File: config.mk
export PLATFORM = sky130hd
export DESIGN_NAME = i2c_read_collector_flat
export DESIGN_NICKNAME = d
export VERILOG_FILES = /design/src/rtl/i2c_read_collector_pkg.sv /design/src/rtl/i2c_read_collector_if.sv /design/src/rtl/i2c_read_collector_fifo.sv /design/src/rtl/i2c_read_collector.sv /design/src/flat_wrapper.sv
export SDC_FILE = /design/constraint.sdc
export NUM_CORES = 1
export LEC_CHECK = 0
export CORE_MARGIN = 2
export CORE_UTILIZATION = 54
export CTS_BUF_LIST = sky130_fd_sc_hd__clkbuf_8
export DETAILED_ROUTE_END_ITERATION = 8
export GPL_ROUTABILITY_DRIVEN = 0
export GPL_TIMING_DRIVEN = 0
export PLACE_DENSITY = 0.77
export RECOVER_POWER = 50
export SYNTH_ARGS = -nofsm -noshare
export SYNTH_HDL_FRONTEND = slang
export SYNTH_SLANG_ARGS = --single-unit
File: constraint.sdc
create_clock -name clk -period 2.55 [get_ports clk]
set_input_delay 0.3825 -clock clk [delete_from_list [all_inputs] [get_ports clk]]
set_output_delay 0.3825 -clock clk [all_outputs]
set_load 0.01 [all_outputs]
File: src/rtl/i2c_read_collector_pkg.sv
// Shared types and constants for the I2C read collector: state encoding,
// FIFO entry layout and timer sizing.
package i2c_read_collector_pkg;

  localparam int unsigned C_DATA_W       = 8;
  localparam int unsigned C_ENTRY_W      = 17;
  localparam int unsigned C_TIMER_W      = 12;
  localparam int unsigned C_DROP_W       = 8;
  localparam int unsigned C_TIMEOUT_DFLT = 4095;

  typedef enum logic [2:0] {
    C_ST_IDLE  = 3'd0,
    C_ST_START = 3'd1,
    C_ST_WAIT1 = 3'd2,
    C_ST_WAIT2 = 3'd3,
    C_ST_PUSH  = 3'd4
  } state_t;

  // One buffered sample: producing domain plus {first byte, second byte}.
  typedef struct packed {
    logic                tag;
    logic [C_DATA_W-1:0] hi;
    logic [C_DATA_W-1:0] lo;
  } entry_t;

endpackage

File: src/rtl/i2c_read_collector_if.sv
// Reader-side and consumer-side signals of the collector.
// master = collector, slave = reader/consumer environment.
interface i2c_read_collector_if;
  import i2c_read_collector_pkg::*;

  logic                  start;
  logic [C_DATA_W-1:0]   rd_data;
  logic                  valid;
  logic                  done;
  logic [2*C_DATA_W-1:0] out_data;
  logic                  out_domain;
  logic                  out_valid;
  logic                  out_ready;

  modport master (
    output start, out_data, out_domain, out_valid,
    input  rd_data, valid, done, out_ready
  );

  modport slave (
    input  start, out_data, out_domain, out_valid,
    output rd_data, valid, done, out_ready
  );

endinterface

File: src/rtl/i2c_read_collector_fifo.sv
// Synchronous show-ahead FIFO of collector entries; head is the entry at the
// read pointer, valid whenever o_empty is low.
module i2c_read_collector_fifo
  import i2c_read_collector_pkg::*;
#(
  parameter  int unsigned DEPTH  = 4,
  localparam int unsigned ADDR_W = $clog2(DEPTH),
  localparam int unsigned CNT_W  = ADDR_W + 1
) (
  input  logic             clk,
  input  logic             rst,
  input  logic             i_wr_en,
  input  entry_t           i_wr_data,
  input  logic             i_rd_en,
  output entry_t           o_rd_data,
  output logic [CNT_W-1:0] o_count,
  output logic             o_full,
  output logic             o_empty
);

  entry_t              r_mem [DEPTH];
  logic [ADDR_W-1:0]   r_wr_ptr;
  logic [ADDR_W-1:0]   r_rd_ptr;
  logic [CNT_W-1:0]    r_count;
  logic                w_do_wr;
  logic                w_do_rd;

  assign w_do_wr = i_wr_en && !o_full;
  assign w_do_rd = i_rd_en && !o_empty;

  // Pointers wrap naturally since DEPTH is a power of two.
  always_ff @(posedge clk) begin
    if (rst) begin
      r_wr_ptr <= '0;
      r_rd_ptr <= '0;
      r_count  <= '0;
    end else begin
      if (w_do_wr) r_wr_ptr <= r_wr_ptr + ADDR_W'(1);
      if (w_do_rd) r_rd_ptr <= r_rd_ptr + ADDR_W'(1);
      case ({w_do_wr, w_do_rd})
        2'b10:   r_count <= r_count + CNT_W'(1);
        2'b01:   r_count <= r_count - CNT_W'(1);
        default: r_count <= r_count;
      endcase
    end
  end

  always_ff @(posedge clk) begin
    if (w_do_wr) r_mem[r_wr_ptr] <= i_wr_data;
  end

  assign o_rd_data = r_mem[r_rd_ptr];
  assign o_count   = r_count;
  assign o_full    = (r_count == CNT_W'(DEPTH));
  assign o_empty   = (r_count == '0);

endmodule

File: src/rtl/i2c_read_collector.sv
// Sequences one two-byte read per request, packs the bytes with the request's
// domain tag and queues them; the head is presented only to its own domain.
module i2c_read_collector
  import i2c_read_collector_pkg::*;
#(
  parameter int unsigned FIFO_DEPTH = 4,
  parameter int unsigned TIMEOUT    = C_TIMEOUT_DFLT
) (
  input  logic                clk,
  input  logic                rst,
  input  logic                i_domain,
  input  logic                i_req,
  output logic                o_busy,
  output logic                o_err_timeout,
  output logic                o_err_abort,
  output logic [C_DROP_W-1:0] o_drop_cnt,
  i2c_read_collector_if.master bus
);

  localparam int unsigned CNT_W = $clog2(FIFO_DEPTH) + 1;

  state_t                r_state;
  state_t                w_state_nxt;
  logic                  r_tag;
  logic [C_DATA_W-1:0]   r_hi;
  logic [C_DATA_W-1:0]   r_lo;
  logic [C_TIMER_W-1:0]  r_timer;
  logic                  r_err_tmo;
  logic                  r_err_abort;
  logic [C_DROP_W-1:0]   r_drop;

  entry_t                w_head;
  logic [CNT_W-1:0]      w_count;
  logic                  w_full;
  logic                  w_empty;
  logic                  w_space;
  logic                  w_in_wait;
  logic                  w_dom_chg;
  logic                  w_tmo;
  logic                  w_out_valid;
  logic                  w_pop;
  logic                  w_unused_done;

  logic w_start, w_busy, w_latch_tag, w_timer_clr, w_timer_inc;
  logic w_ld_hi, w_ld_lo, w_clr_data, w_set_tmo, w_set_abort, w_push, w_drop;

  assign w_space   = (w_count < CNT_W'(FIFO_DEPTH));
  assign w_in_wait = (r_state == C_ST_WAIT1) || (r_state == C_ST_WAIT2);
  assign w_dom_chg = (i_domain != r_tag);
  assign w_tmo     = (r_timer >= C_TIMER_W'(TIMEOUT));

  always_ff @(posedge clk) begin
    if (rst) r_state <= C_ST_IDLE;
    else     r_state <= w_state_nxt;
  end

  // Domain change beats valid, valid beats timeout.
  always_comb begin
    w_state_nxt = r_state;
    case (r_state)
      C_ST_IDLE:  if (i_req && w_space) w_state_nxt = C_ST_START;
      C_ST_START: w_state_nxt = C_ST_WAIT1;
      C_ST_WAIT1: begin
        if (w_dom_chg)      w_state_nxt = C_ST_IDLE;
        else if (bus.valid) w_state_nxt = C_ST_WAIT2;
        else if (w_tmo)     w_state_nxt = C_ST_IDLE;
      end
      C_ST_WAIT2: begin
        if (w_dom_chg)      w_state_nxt = C_ST_IDLE;
        else if (bus.valid) w_state_nxt = C_ST_PUSH;
        else if (w_tmo)     w_state_nxt = C_ST_IDLE;
      end
      C_ST_PUSH:  w_state_nxt = C_ST_IDLE;
      default:    w_state_nxt = C_ST_IDLE;
    endcase
  end

  always_comb begin
    w_start     = 1'b0;
    w_busy      = 1'b0;
    w_latch_tag = 1'b0;
    w_timer_clr = 1'b0;
    w_timer_inc = 1'b0;
    w_ld_hi     = 1'b0;
    w_ld_lo     = 1'b0;
    w_clr_data  = 1'b0;
    w_set_tmo   = 1'b0;
    w_set_abort = 1'b0;
    w_push      = 1'b0;
    w_drop      = 1'b0;
    case (r_state)
      C_ST_IDLE:  w_drop = i_req && !w_space;
      C_ST_START: begin
        w_start     = 1'b1;
        w_busy      = 1'b1;
        w_latch_tag = 1'b1;
        w_timer_clr = 1'b1;
      end
      C_ST_WAIT1, C_ST_WAIT2: begin
        w_busy = 1'b1;
        if (w_dom_chg) begin
          w_set_abort = 1'b1;
          w_clr_data  = 1'b1;
        end else if (bus.valid) begin
          w_ld_hi = (r_state == C_ST_WAIT1);
          w_ld_lo = (r_state == C_ST_WAIT2);
        end else if (w_tmo) begin
          w_set_tmo  = 1'b1;
          w_clr_data = 1'b1;
        end else begin
          w_timer_inc = 1'b1;
        end
      end
      C_ST_PUSH: begin
        w_busy = 1'b1;
        w_push = !w_full;
      end
      default: ;
    endcase
  end

  always_ff @(posedge clk) begin
    if (rst) begin
      r_tag       <= 1'b0;
      r_hi        <= '0;
      r_lo        <= '0;
      r_timer     <= '0;
      r_err_tmo   <= 1'b0;
      r_err_abort <= 1'b0;
      r_drop      <= '0;
    end else begin
      if (w_latch_tag) r_tag <= i_domain;
      if (w_timer_clr)      r_timer <= '0;
      else if (w_timer_inc) r_timer <= r_timer + C_TIMER_W'(1);
      if (w_clr_data) begin
        r_hi <= '0;
        r_lo <= '0;
      end else begin
        if (w_ld_hi) r_hi <= bus.rd_data;
        if (w_ld_lo) r_lo <= bus.rd_data;
      end
      if (w_set_tmo)   r_err_tmo   <= 1'b1;
      if (w_set_abort) r_err_abort <= 1'b1;
      if (w_drop && (r_drop != '1)) r_drop <= r_drop + C_DROP_W'(1);
    end
  end

  i2c_read_collector_fifo #(.DEPTH(FIFO_DEPTH)) u_fifo (
    .clk       (clk),
    .rst       (rst),
    .i_wr_en   (w_push),
    .i_wr_data ({r_tag, r_hi, r_lo}),
    .i_rd_en   (w_pop),
    .o_rd_data (w_head),
    .o_count   (w_count),
    .o_full    (w_full),
    .o_empty   (w_empty)
  );

  // Head is hidden from, and cannot be popped by, a foreign domain.
  assign w_out_valid = !w_empty && (w_head.tag == i_domain);
  assign w_pop       = w_out_valid && bus.out_ready;

  assign bus.start      = w_start;
  assign bus.out_valid  = w_out_valid;
  assign bus.out_data   = w_out_valid ? {w_head.hi, w_head.lo} : '0;
  assign bus.out_domain = w_out_valid ? w_head.tag : 1'b0;

  assign o_busy        = w_busy;
  assign o_err_timeout = r_err_tmo;
  assign o_err_abort   = r_err_abort;
  assign o_drop_cnt    = r_drop;

  assign w_unused_done = bus.done;

endmodule
File: src/flat_wrapper.sv
// flat-port wrapper written by rule: the top's interface ports become plain ports
module i2c_read_collector_flat import i2c_read_collector_pkg::*;
#(
  parameter int unsigned FIFO_DEPTH = 4,
  parameter int unsigned TIMEOUT    = C_TIMEOUT_DFLT
)
  (clk, rst, i_domain, i_req, o_busy, o_err_timeout, o_err_abort, o_drop_cnt, bus_start, bus_out_data, bus_out_domain, bus_out_valid, bus_rd_data, bus_valid, bus_done, bus_out_ready);
  i2c_read_collector_if bus_i ();
  input  logic clk;
  input  logic rst;
  input  logic i_domain;
  input  logic i_req;
  output logic o_busy;
  output logic o_err_timeout;
  output logic o_err_abort;
  output logic [C_DROP_W-1:0] o_drop_cnt;
  output wire logic [$bits(bus_i.start)-1:0] bus_start;
  output wire logic [$bits(bus_i.out_data)-1:0] bus_out_data;
  output wire logic [$bits(bus_i.out_domain)-1:0] bus_out_domain;
  output wire logic [$bits(bus_i.out_valid)-1:0] bus_out_valid;
  input wire logic [$bits(bus_i.rd_data)-1:0] bus_rd_data;
  input wire logic [$bits(bus_i.valid)-1:0] bus_valid;
  input wire logic [$bits(bus_i.done)-1:0] bus_done;
  input wire logic [$bits(bus_i.out_ready)-1:0] bus_out_ready;
  assign bus_start = bus_i.start;
  assign bus_out_data = bus_i.out_data;
  assign bus_out_domain = bus_i.out_domain;
  assign bus_out_valid = bus_i.out_valid;
  assign bus_i.rd_data = bus_rd_data;
  assign bus_i.valid = bus_valid;
  assign bus_i.done = bus_done;
  assign bus_i.out_ready = bus_out_ready;
  i2c_read_collector #(.FIFO_DEPTH(FIFO_DEPTH), .TIMEOUT(TIMEOUT)) u_core (.clk(clk), .rst(rst), .i_domain(i_domain), .i_req(i_req), .o_busy(o_busy), .o_err_timeout(o_err_timeout), .o_err_abort(o_err_abort), .o_drop_cnt(o_drop_cnt), .bus(bus_i));
endmodule
Word level (Yosys, flattened, before mapping)
Memories as Yosys holds them, arrays and structs flattened. A register that Yosys moved wholly into a read port is not among the register bits.
Index checks and enable logic that the tools add are counted.
{ "classes": {"muxes": 36, "n_reduce_logical": 17, "n_eq_ne": 11, "n_lt_le_gt_ge": 2, "addsub": 6} }
{ "ops": {"columns": ["op", "n"], "rows": [
  ["1-bit 2-to-1 mux", 25],
  ["3-bit 2-to-1 mux", 6],
  ["16-bit 2-to-1 mux", 1],
  ["12-bit by 1-bit adder with 12-bit output, second input constant", 1],
  ["12-bit >= comparator, second input constant", 1],
  ["3-bit case mux with 4 select lines", 1],
  ["8-bit by 1-bit adder with 8-bit output, second input constant", 1],
  ["8-bit != test, second input constant", 1],
  ["1-bit logical AND", 7],
  ["3-bit by 2-bit equality test with 1-bit output, second input constant", 2],
  ["3-bit equality test, second input constant", 2],
  ["3-bit logical NOT", 2],
  ["3-bit case mux with 2 select lines", 1],
  ["2-bit OR reduction", 3],
  ["2-bit by 1-bit adder with 2-bit output, second input constant", 2],
  ["2-bit 2-to-1 mux", 2],
  ["4-bit OR reduction", 1],
  ["3-bit by 1-bit adder with 3-bit output, second input constant", 1],
  ["3-bit by 1-bit equality test with 1-bit output, second input constant", 1],
  ["1-bit logical NOT", 3],
  ["3-bit less-than comparator, second input constant", 1],
  ["3-bit by 1-bit subtractor with 3-bit output, second input constant", 1],
  ["2-bit by 1-bit equality test with 1-bit output, second input constant", 1],
  ["2-bit equality test, second input constant", 1],
  ["4 further kinds", 4]
]} }
{ "word_totals": {"inputBits": 15, "mem_bits_rw": 68, "memories": 1, "regBits": 49, "out_inout_bits": 30, "word_cells": 84} }
{ "memory_table": {"columns": ["name", "depth", "word_bits", "read_ports", "rd_ports_with_merged_regs", "write_ports", "line_no", "source"], "rows": [
  ["u_core.u_fifo.r_mem", 4, 17, 1, 1, 1, "i2c_read_collector_fifo.sv:21", "entry_t r_mem [DEPTH];"]
]} }

Logic depth before layout (Yosys ltp)
Gate-level depths: netlist of run 1.
{ "logic_depth": {"word_depth": 7, "depth_mapped": 10, "depth_no_buf": 9} }

Hierarchy
A second synthesis of run 1 with hierarchy kept.
{ "hier_totals": {"hier_cells": 366, "area_unflattened_um2": 4992.3} }
{ "by_module_without_submodules": {"columns": ["mod", "cells_per_inst", "seq_area_each_um2", "area_per_inst_um2", "instances"], "rows": [
  ["i2c_read_collector_fifo", 143, 2222.1, 2967.8, 1],
  ["i2c_read_collector", 223, 840.8, 2024.4, 1]
]} }

Worst setup path before layout of run 1
No wires, ideal clock.
{ "synth_timing": {"path_type": "register to register", "startpoint": "reg with a tool-made name", "endpoint": "reg u_core.u_fifo.r_count[2], in the netlist u_core.u_fifo.o_count[2]", "n_path_buf": 1, "path_stages_with_launch": 11, "slack_ns": -0.297, "setup_time_ns": 0.071, "synth_period_minus_slack_ns": 2.847, "required_time_ns": 2.479, "t_arrival_ns": 2.776, "cell_sequence": "dfxtp_1 > buf_2 > mux4_2 > xnor2_2 > and3_1 > ha_1 > inv_1 > fa_1 > xor2_1 > or3_1 > a21oi_1"} }
{ "synth_rtl": {"columns": ["item", "line_no", "source"], "rows": [
  ["to (signal assigned)", "i2c_read_collector_fifo.sv:41", "2'b10: r_count <= r_count + CNT_W'(1);"],
  ["to (signal assigned)", "i2c_read_collector_fifo.sv:42", "2'b01: r_count <= r_count - CNT_W'(1);"],
  ["to (signal assigned)", "i2c_read_collector_fifo.sv:43", "default: r_count <= r_count;"],
  ["to (decl)", "i2c_read_collector_fifo.sv:24", "logic [CNT_W-1:0] r_count;"]
]} }

==> results of run 1 <==
==> final cells by class <==
cell class | instances | area (um^2)
Clock inverter | 13 | 140.1
Clock buffer | 19 | 261.5
Fill cell | 655 | 2940
Sequential cell | 119 | 3065
Inverter | 13 | 48.80
Tap cell | 111 | 138.9
Multi-Input combinational cell | 229 | 1902
Buffer | 13 | 57.56
Timing Repair Buffer | 57 | 554.3
==> final timing paths <==
check	to	slack (ns)	cells past startpoint
worst max register to register	u_core.u_fifo.o_count[2]	-0.04	10
worst min register to register	u_core.o_err_abort	0.47	2
worst max-delay path	u_core.u_fifo.o_count[2]	-0.04	10
worst min-delay path	u_core.o_err_abort	0.47	2
==> critical path: stages, from the launching register on <==
cell                      delay, ns
sky130_fd_sc_hd__dfxtp_2       0.34
sky130_fd_sc_hd__mux4_2        0.56
sky130_fd_sc_hd__xnor2_4       0.18
sky130_fd_sc_hd__buf_6         0.13
sky130_fd_sc_hd__and3_4        0.20
sky130_fd_sc_hd__ha_4          0.13
sky130_fd_sc_hd__inv_2         0.03
sky130_fd_sc_hd__fa_2          0.34
sky130_fd_sc_hd__xor2_2        0.16
sky130_fd_sc_hd__or3_1         0.31
sky130_fd_sc_hd__a21oi_1       0.12
==> metrics by stage <==
stage / hold slack [ns] / total power [uW]
after global routing: 0.4859 / 4016
after global placement: 0.4617 / 2206
final: 0.4733 / 3894
after floorplan: 0.4591 / 2142
after CTS: 0.4839 / 3917
after detailed placement: 0.4655 / 2207
==> registers in the layout (all words and copies together) (netlist names), named ones only <==
register                count
u_core.o_drop_cnt           8
u_core.u_fifo.o_count       3
u_core.u_fifo.r_rd_ptr      2
u_core.r_state              3
u_core.r_timer             12
u_core.o_err_timeout        1
u_core.r_tag                1
u_core.u_fifo.r_wr_ptr      2
u_core.r_lo                 8
u_core.r_hi                 8
u_core.u_fifo.r_mem        68
u_core.o_err_abort          1
==> power by group through the flow <==
stage | clock network (uW) | registers, uW | logic [uW]
2_1_floorplan | 0 | 2070 | 71.7
3_3_place_gp | 0 | 2070 | 132
3_5_place_dp | 0 | 2070 | 133
4_1_cts | 1720 | 2030 | 160
5_1_grt | 1810 | 2030 | 172
6_report | 1700 | 2030 | 159
==> kinds of logic (layout without fill, tap and decap cells) <==
logic type / count (synthesis) / after routing / synth area share [%]
xor+xnor: 7 / 7 / 1.383
simple gates: 132 / 132 / 14.48
compound gates: 40 / 40 / 5.379
fa+ha+maj: 8 / 8 / 2.161
mux: 42 / 42 / 12.82
buf+inv: 29 / 115 / 2.262
flops: 119 / 119 / 61.52
==> routing by layer <==
| layer | part of all wire (%) | vias to the layer above | GRT usage (%) | routed length, um |
|---|---|---|---|---|
| met1 | 44 | 1617 | 26.43 | 4350 |
| met2 | 51 | 83 | 37.84 | 5144 |
| met5 | 0 | - | 0 | 0 |
| met3 | 3.6 | 18 | 6.128 | 357 |
| li1 | - | 1587 | - | - |
| met4 | 1.5 | 0 | 8.746 | 147 |
==> layout by cell type, fill, tap and decap left out, drive strengths merged, types with 14 or more instances in the layout <==
master,instances
edfxtp,68
mux4,17
buf,34
inv,16
a21oi,14
clkdlybuf4s50,15
clkbuf,30
mux2i,21
dfxtp,51
nor2,41
and3,19
==> repair_timing <==
| item | 4_1_cts | 5_1_grt |
|---|---|---|
| pin swaps | 1 | 0 |
| resized for setup | 105 | 10 |
| hold buffers | 0 | 0 |
| setup buffers | 12 | 3 |
| cloned | 2 | 0 |
| endpoints found under the setup margin | 21 | 19 |
==> impl_metrics.json, run 1 <==
{
  "status": "complete, but fails checks",
  "violations_in_the_final_reports": "negative setup slack",
  "pins_over_their_slew_limit": 0,
  "worst-slew-pin-transition_ns": 0.9745,
  "finalSetupViolCount": 1,
  "critical_path_start_type": "flop",
  "horiz_die_dim_um": 100.0,
  "chipHeight_um": 100.0,
  "finalCriticalPeriod_ns": 2.585,
  "cts_max_level": 4,
  "crit_type": "reg -> reg",
  "hold_path_startpoint": "u_core.o_err_abort",
  "avgViaCountPerCell": 5.758,
  "timing.final.ws_setup_ns": -0.03521,
  "final_cells": 574,
  "std_cell_rows": 35,
  "synth_sequential_area_ratio_pct": 61.52,
  "power_switching_share_pct": 20.60,
  "place_hpwl_um": 6441,
  "ctsLongestPathBuffers": 2,
  "syn_area_mm2": 0.004979,
  "power-per-cell-area_mw_per_mm2": 631.2,
  "antenna_left": 0,
  "critPathCaptureType": "flop",
  "synth_largest_area_cell": "sky130_fd_sc_hd__edfxtp_1",
  "placed_cell_area_mm2": 0.005575,
  "hold_viol": 0,
  "setup_repair_after_global_routing_missed_its_margin": "true",
  "tritoncts": "done",
  "final_core_utilization_pct": 67.72,
  "synth_nets": 400,
  "insertedDiodeCount": 0,
  "maxCapViolations": 0,
  "post_syn_area_per_cell_um2": 13.21,
  "drt_iter0_drc": 156,
  "post_route_cells_drive_above_1_share_pct": 24.19,
  "comb_power_share_pct": 4.1,
  "cp.required_ns": 2.90,
  "synth_ff_type": "sky130_fd_sc_hd__edfxtp_1",
  "place_inst": 530,
  "io_buffer_count": 42,
  "yosysWarningCount": 0,
  "ys_ff_latch": 119,
  "vias": 3305,
  "worst_skew_pair.late_latency_ns": 0.43,
  "synthesis_to_finish_area_growth_pct": 23.90,
  "drt_pre_antenna_iters": 4,
  "min_period_over_period_pct": 101.4,
  "slew-limit-headroom_pct": 34.68,
  "pwr-share-clk_pct": 43.7,
  "tritoncts_num_sinks": 119,
  "layout.nets": 473,
  "wire_length_of_the_first_global_routing_pass_um": 16450,
  "clock.fmax_mhz": 386.8,
  "grt_usage_pct": 22.03,
  "crit_path_max_fanout": 3,
  "cts_buffers": 17,
  "synth_async_sr_flop_share_pct": 0,
  "route.detailed.drc": 0,
  "fin_area_mm2": 0.006168,
  "critical_path_arrival_ns": 2.94,
  "post-synth-top-area-fraction_pct": 41.02,
  "post_synth_most_frequent_cells": "sky130_fd_sc_hd__edfxtp_1 (68), sky130_fd_sc_hd__dfxtp_1 (51), sky130_fd_sc_hd__nor2_1 (41)",
  "grt_overflow_total": 0,
  "pre_cts_ws_ns": -0.4858,
  "wire_per_inst_um": 17.42,
  "boundaryPins": 45,
  "yosys.cell_types.count": 47,
  "holdCritPathClass": "reg -> reg",
  "sequential_power_share_pct": 52.2,
  "grt_antenna_before_repair": 0,
  "number_of_enable_type_register_cells_in_the_synthesized_netlist": 68,
  "post_synth_inst_count": 377,
  "grt_max_degree": 18,
  "total_negative_setup_slack_ns": -0.03521,
  "internal_power_uw": 3092,
  "floorplan.die_area_mm2": 0.01000,
  "peakVddDrop_mv": 0.4622,
  "root_buffer": "sky130_fd_sc_hd__clkbuf_8",
  "synthMostInstantiatedCell": "sky130_fd_sc_hd__edfxtp_1",
  "floorplan.core_area_mm2": 0.009109,
  "switching_power_uw": 802.0,
  "power.leakage_uw": 0.002230,
  "initial_core_util_pct": 54.66,
  "largest_clock_skew_in_the_final_design_ns": 0.01747,
  "synth_area_leaders": "sky130_fd_sc_hd__edfxtp_1 (41%), sky130_fd_sc_hd__dfxtp_1 (21%), sky130_fd_sc_hd__mux4_2 (7.7%)",
  "grt_pass1_vias": 3369,
  "worst_setup_hold_path_clk_slew_ns": 0.06,
  "totalWireLength_um": 10000
}
Power figures use the tool's default switching activity.
==> inputs of run 2 (changes only) <==
- SETUP_SLACK_MARGIN: default -> 0.3
==> run 2 against run 1 <==
  * The flow still finishes with violations (negative setup slack)
  * Via count rose by 1.5%
  * Sequential cell count did not move
  * Sequential share of layout area fell by 1.0 points
  * Register-to-register slack got worse by 0.21 ns
  * Non-clock buffer count rose by 14
  * Fmax fell by 8.0%
  * Power rose by 3.9%
  * Worst setup slack got worse by 0.22 ns
  * Global-route usage rose by 0.63 points
  * Critical path depth fell by 1
  * Highest routed layer unchanged
==> impl_metrics.json, run 2 (synthesis results as in run 1) <==
{
  "io_buffer_count": 42,
  "worst_setup_path_endpoint": "bus_out_data[10]",
  "insertedDiodeCount": 0,
  "multiInputGateArea_mm2": 0.001894,
  "peakVddDrop_mv": 0.3890,
  "final_core_utilization_pct": 69.15,
  "std_cell_rows": 35,
  "cts_buffers": 17,
  "area.sequential_mm2": 0.003065,
  "largest_register": "u_core.u_fifo.r_mem",
  "pins_over_their_slew_limit": 0,
  "worst-slew-pin-transition_ns": 0.9316,
  "grt_usage_pct": 22.66,
  "status": "complete, but fails checks",
  "cts_max_level": 4,
  "route.detailed.drc": 0,
  "boundaryPins": 45,
  "root_buffer": "sky130_fd_sc_hd__clkbuf_8",
  "holdCritPathClass": "reg -> reg",
  "regToRegEndpoint": "u_core.u_fifo.o_count[2]",
  "worst_skew_pair.late_latency_ns": 0.42,
  "nFillCells": 640,
  "drt_iter0_drc": 136,
  "critical_path_start_type": "flop",
  "synthesis_to_finish_area_growth_pct": 26.51,
  "cts-hold-fix-buffers": 0,
  "tritoncts_num_sinks": 119,
  "power-per-cell-area_mw_per_mm2": 642.4,
  "wire_length_of_the_first_global_routing_pass_um": 17110,
  "horiz_die_dim_um": 100.0,
  "post_route_cells_drive_above_1_share_pct": 27.04,
  "layout_top_registers": "u_core.u_fifo.r_mem x68, u_core.r_timer x12",
  "grt_max_degree": 18,
  "crit_type": "reg -> out",
  "antenna_left": 0,
  "crit_path_max_fanout": 3,
  "setup_repair_after_global_routing_missed_its_margin": "true",
  "avgViaCountPerCell": 5.707,
  "drt_pre_antenna_iters": 5,
  "floorplan.die_area_mm2": 0.01000,
  "fin_area_mm2": 0.006299,
  "totalWireLength_um": 10530,
  "violations_in_the_final_reports": "negative setup slack",
  "total_negative_setup_slack_ns": -2.334,
  "ctsLongestPathBuffers": 2,
  "critical_path_arrival_ns": 2.43,
  "largest_register_ffs": 68,
  "most_common_cell_after_layout_fill_and_taps_aside": "sky130_fd_sc_hd__edfxtp_1",
  "wire_per_inst_um": 17.91,
  "critPathCaptureType": "output port",
  "finalCriticalPeriod_ns": 2.809,
  "timing.final.ws_setup_ns": -0.2588,
  "place_hpwl_um": 6493,
  "min_period_over_period_pct": 110.1,
  "initial_core_util_pct": 54.66,
  "maxCapViolations": 0,
  "slew-limit-headroom_pct": 37.55,
  "floorplan.core_area_mm2": 0.009109,
  "layout.nets": 487,
  "tritoncts": "done",
  "finalSetupViolCount": 19,
  "vias": 3356,
  "grt_antenna_before_repair": 0,
  "power.leakage_uw": 0.002325,
  "grt_pass1_vias": 3409,
  "largest_clock_skew_in_the_final_design_ns": 0.01614,
  "cp.required_ns": 2.17,
  "worst_setup_hold_path_clk_slew_ns": 0.07,
  "clock.fmax_mhz": 356.0,
  "chipHeight_um": 100.0,
  "rrSetupSlack_ns": -0.25,
  "layout_common_cells": "sky130_fd_sc_hd__edfxtp_1 (68), sky130_fd_sc_hd__dfxtp_1 (49), sky130_fd_sc_hd__nor2_1 (40)",
  "placed_cell_area_mm2": 0.005577,
  "worstRegToRegCells": 12,
  "hold_viol": 0,
  "grt_overflow_total": 0
}
[run 2: what timing repair did]
| item | in CTS | in global routing |
|---|---|---|
| buffers inserted | 17 | 8 |
| hold endpoints to repair | 0 | 0 |
| resized for setup | 88 | 27 |
| endpoints found under the setup margin | 102 | 37 |
| pin swaps | 1 | 0 |
| gates cloned | 1 | 0 |
[run 2: metal layers]
layer  vias up  track usage [%]  wire length (um)
met4         0            6.955                72
li1       1610                -                 -
met1      1656            28.70              4445
met3         6            4.805               464
met2        84            39.40              5552
met5         -                0                 0
[run 2: worst min path at each step]
| stage | startpoint | to | slack, ns | cells after the start |
|---|---|---|---|---|
| floorplan | u_core.r_timer[11] | u_core.r_timer[11] | 0.46 | 2 |
| global placement | u_core.o_err_abort | u_core.o_err_abort | 0.46 | 2 |
| detailed placement | u_core.o_err_timeout | u_core.o_err_timeout | 0.47 | 2 |
| CTS | rst | u_core.o_drop_cnt[0] | 0.49 | 3 |
| global route | u_core.o_err_timeout | u_core.o_err_timeout | 0.51 | 2 |
| finish | u_core.o_err_timeout | u_core.o_err_timeout | 0.48 | 2 |
[run 2: metrics by stage]
stage	setup WS, ns	power (uW)	std cells	hold slack [ns]
2_1_floorplan	-0.02373	2142	377	0.4591
3_3_place_gp	-0.4591	2204	530	0.4649
3_5_place_dp	-0.4836	2207	530	0.4692
4_1_cts	-0.2044	4044	580	0.4898
5_1_grt	-0.3507	4168	588	0.5122
6_report	-0.2588	4046	588	0.4789
[run 2: layout make-up]
class / instances / share of cell area [%]
Timing Repair Buffer: 68 / 9.813
Clock buffer: 17 / 3.715
Sequential cell: 119 / 48.67
Inverter: 13 / 0.7747
Clock inverter: 15 / 3.198
Multi-Input combinational cell: 229 / 30.08
Buffer: 16 / 1.549
Tap cell: 111 / 2.205
[run 2: worst max-delay path, cell delays in order, from the launching register on]
cell	delay, ns
sky130_fd_sc_hd__dfxtp_2	0.34
sky130_fd_sc_hd__buf_8	0.10
sky130_fd_sc_hd__mux4_2	0.56
sky130_fd_sc_hd__xnor2_4	0.18
sky130_fd_sc_hd__buf_4	0.16
sky130_fd_sc_hd__buf_6	0.11
sky130_fd_sc_hd__buf_8	0.11
sky130_fd_sc_hd__buf_4	0.12
sky130_fd_sc_hd__and3_1	0.13
sky130_fd_sc_hd__clkdlybuf4s15_2	0.22
[run 2: power by group]
| part | switching [uW] | internal (uW) | total [uW] |
|---|---|---|---|
| combinational | 86.2 | 88.6 | 175 |
| sequential | 13.1 | 2020 | 2030 |
| clock | 770 | 1070 | 1840 |
| total | 869 | 3180 | 4050 |
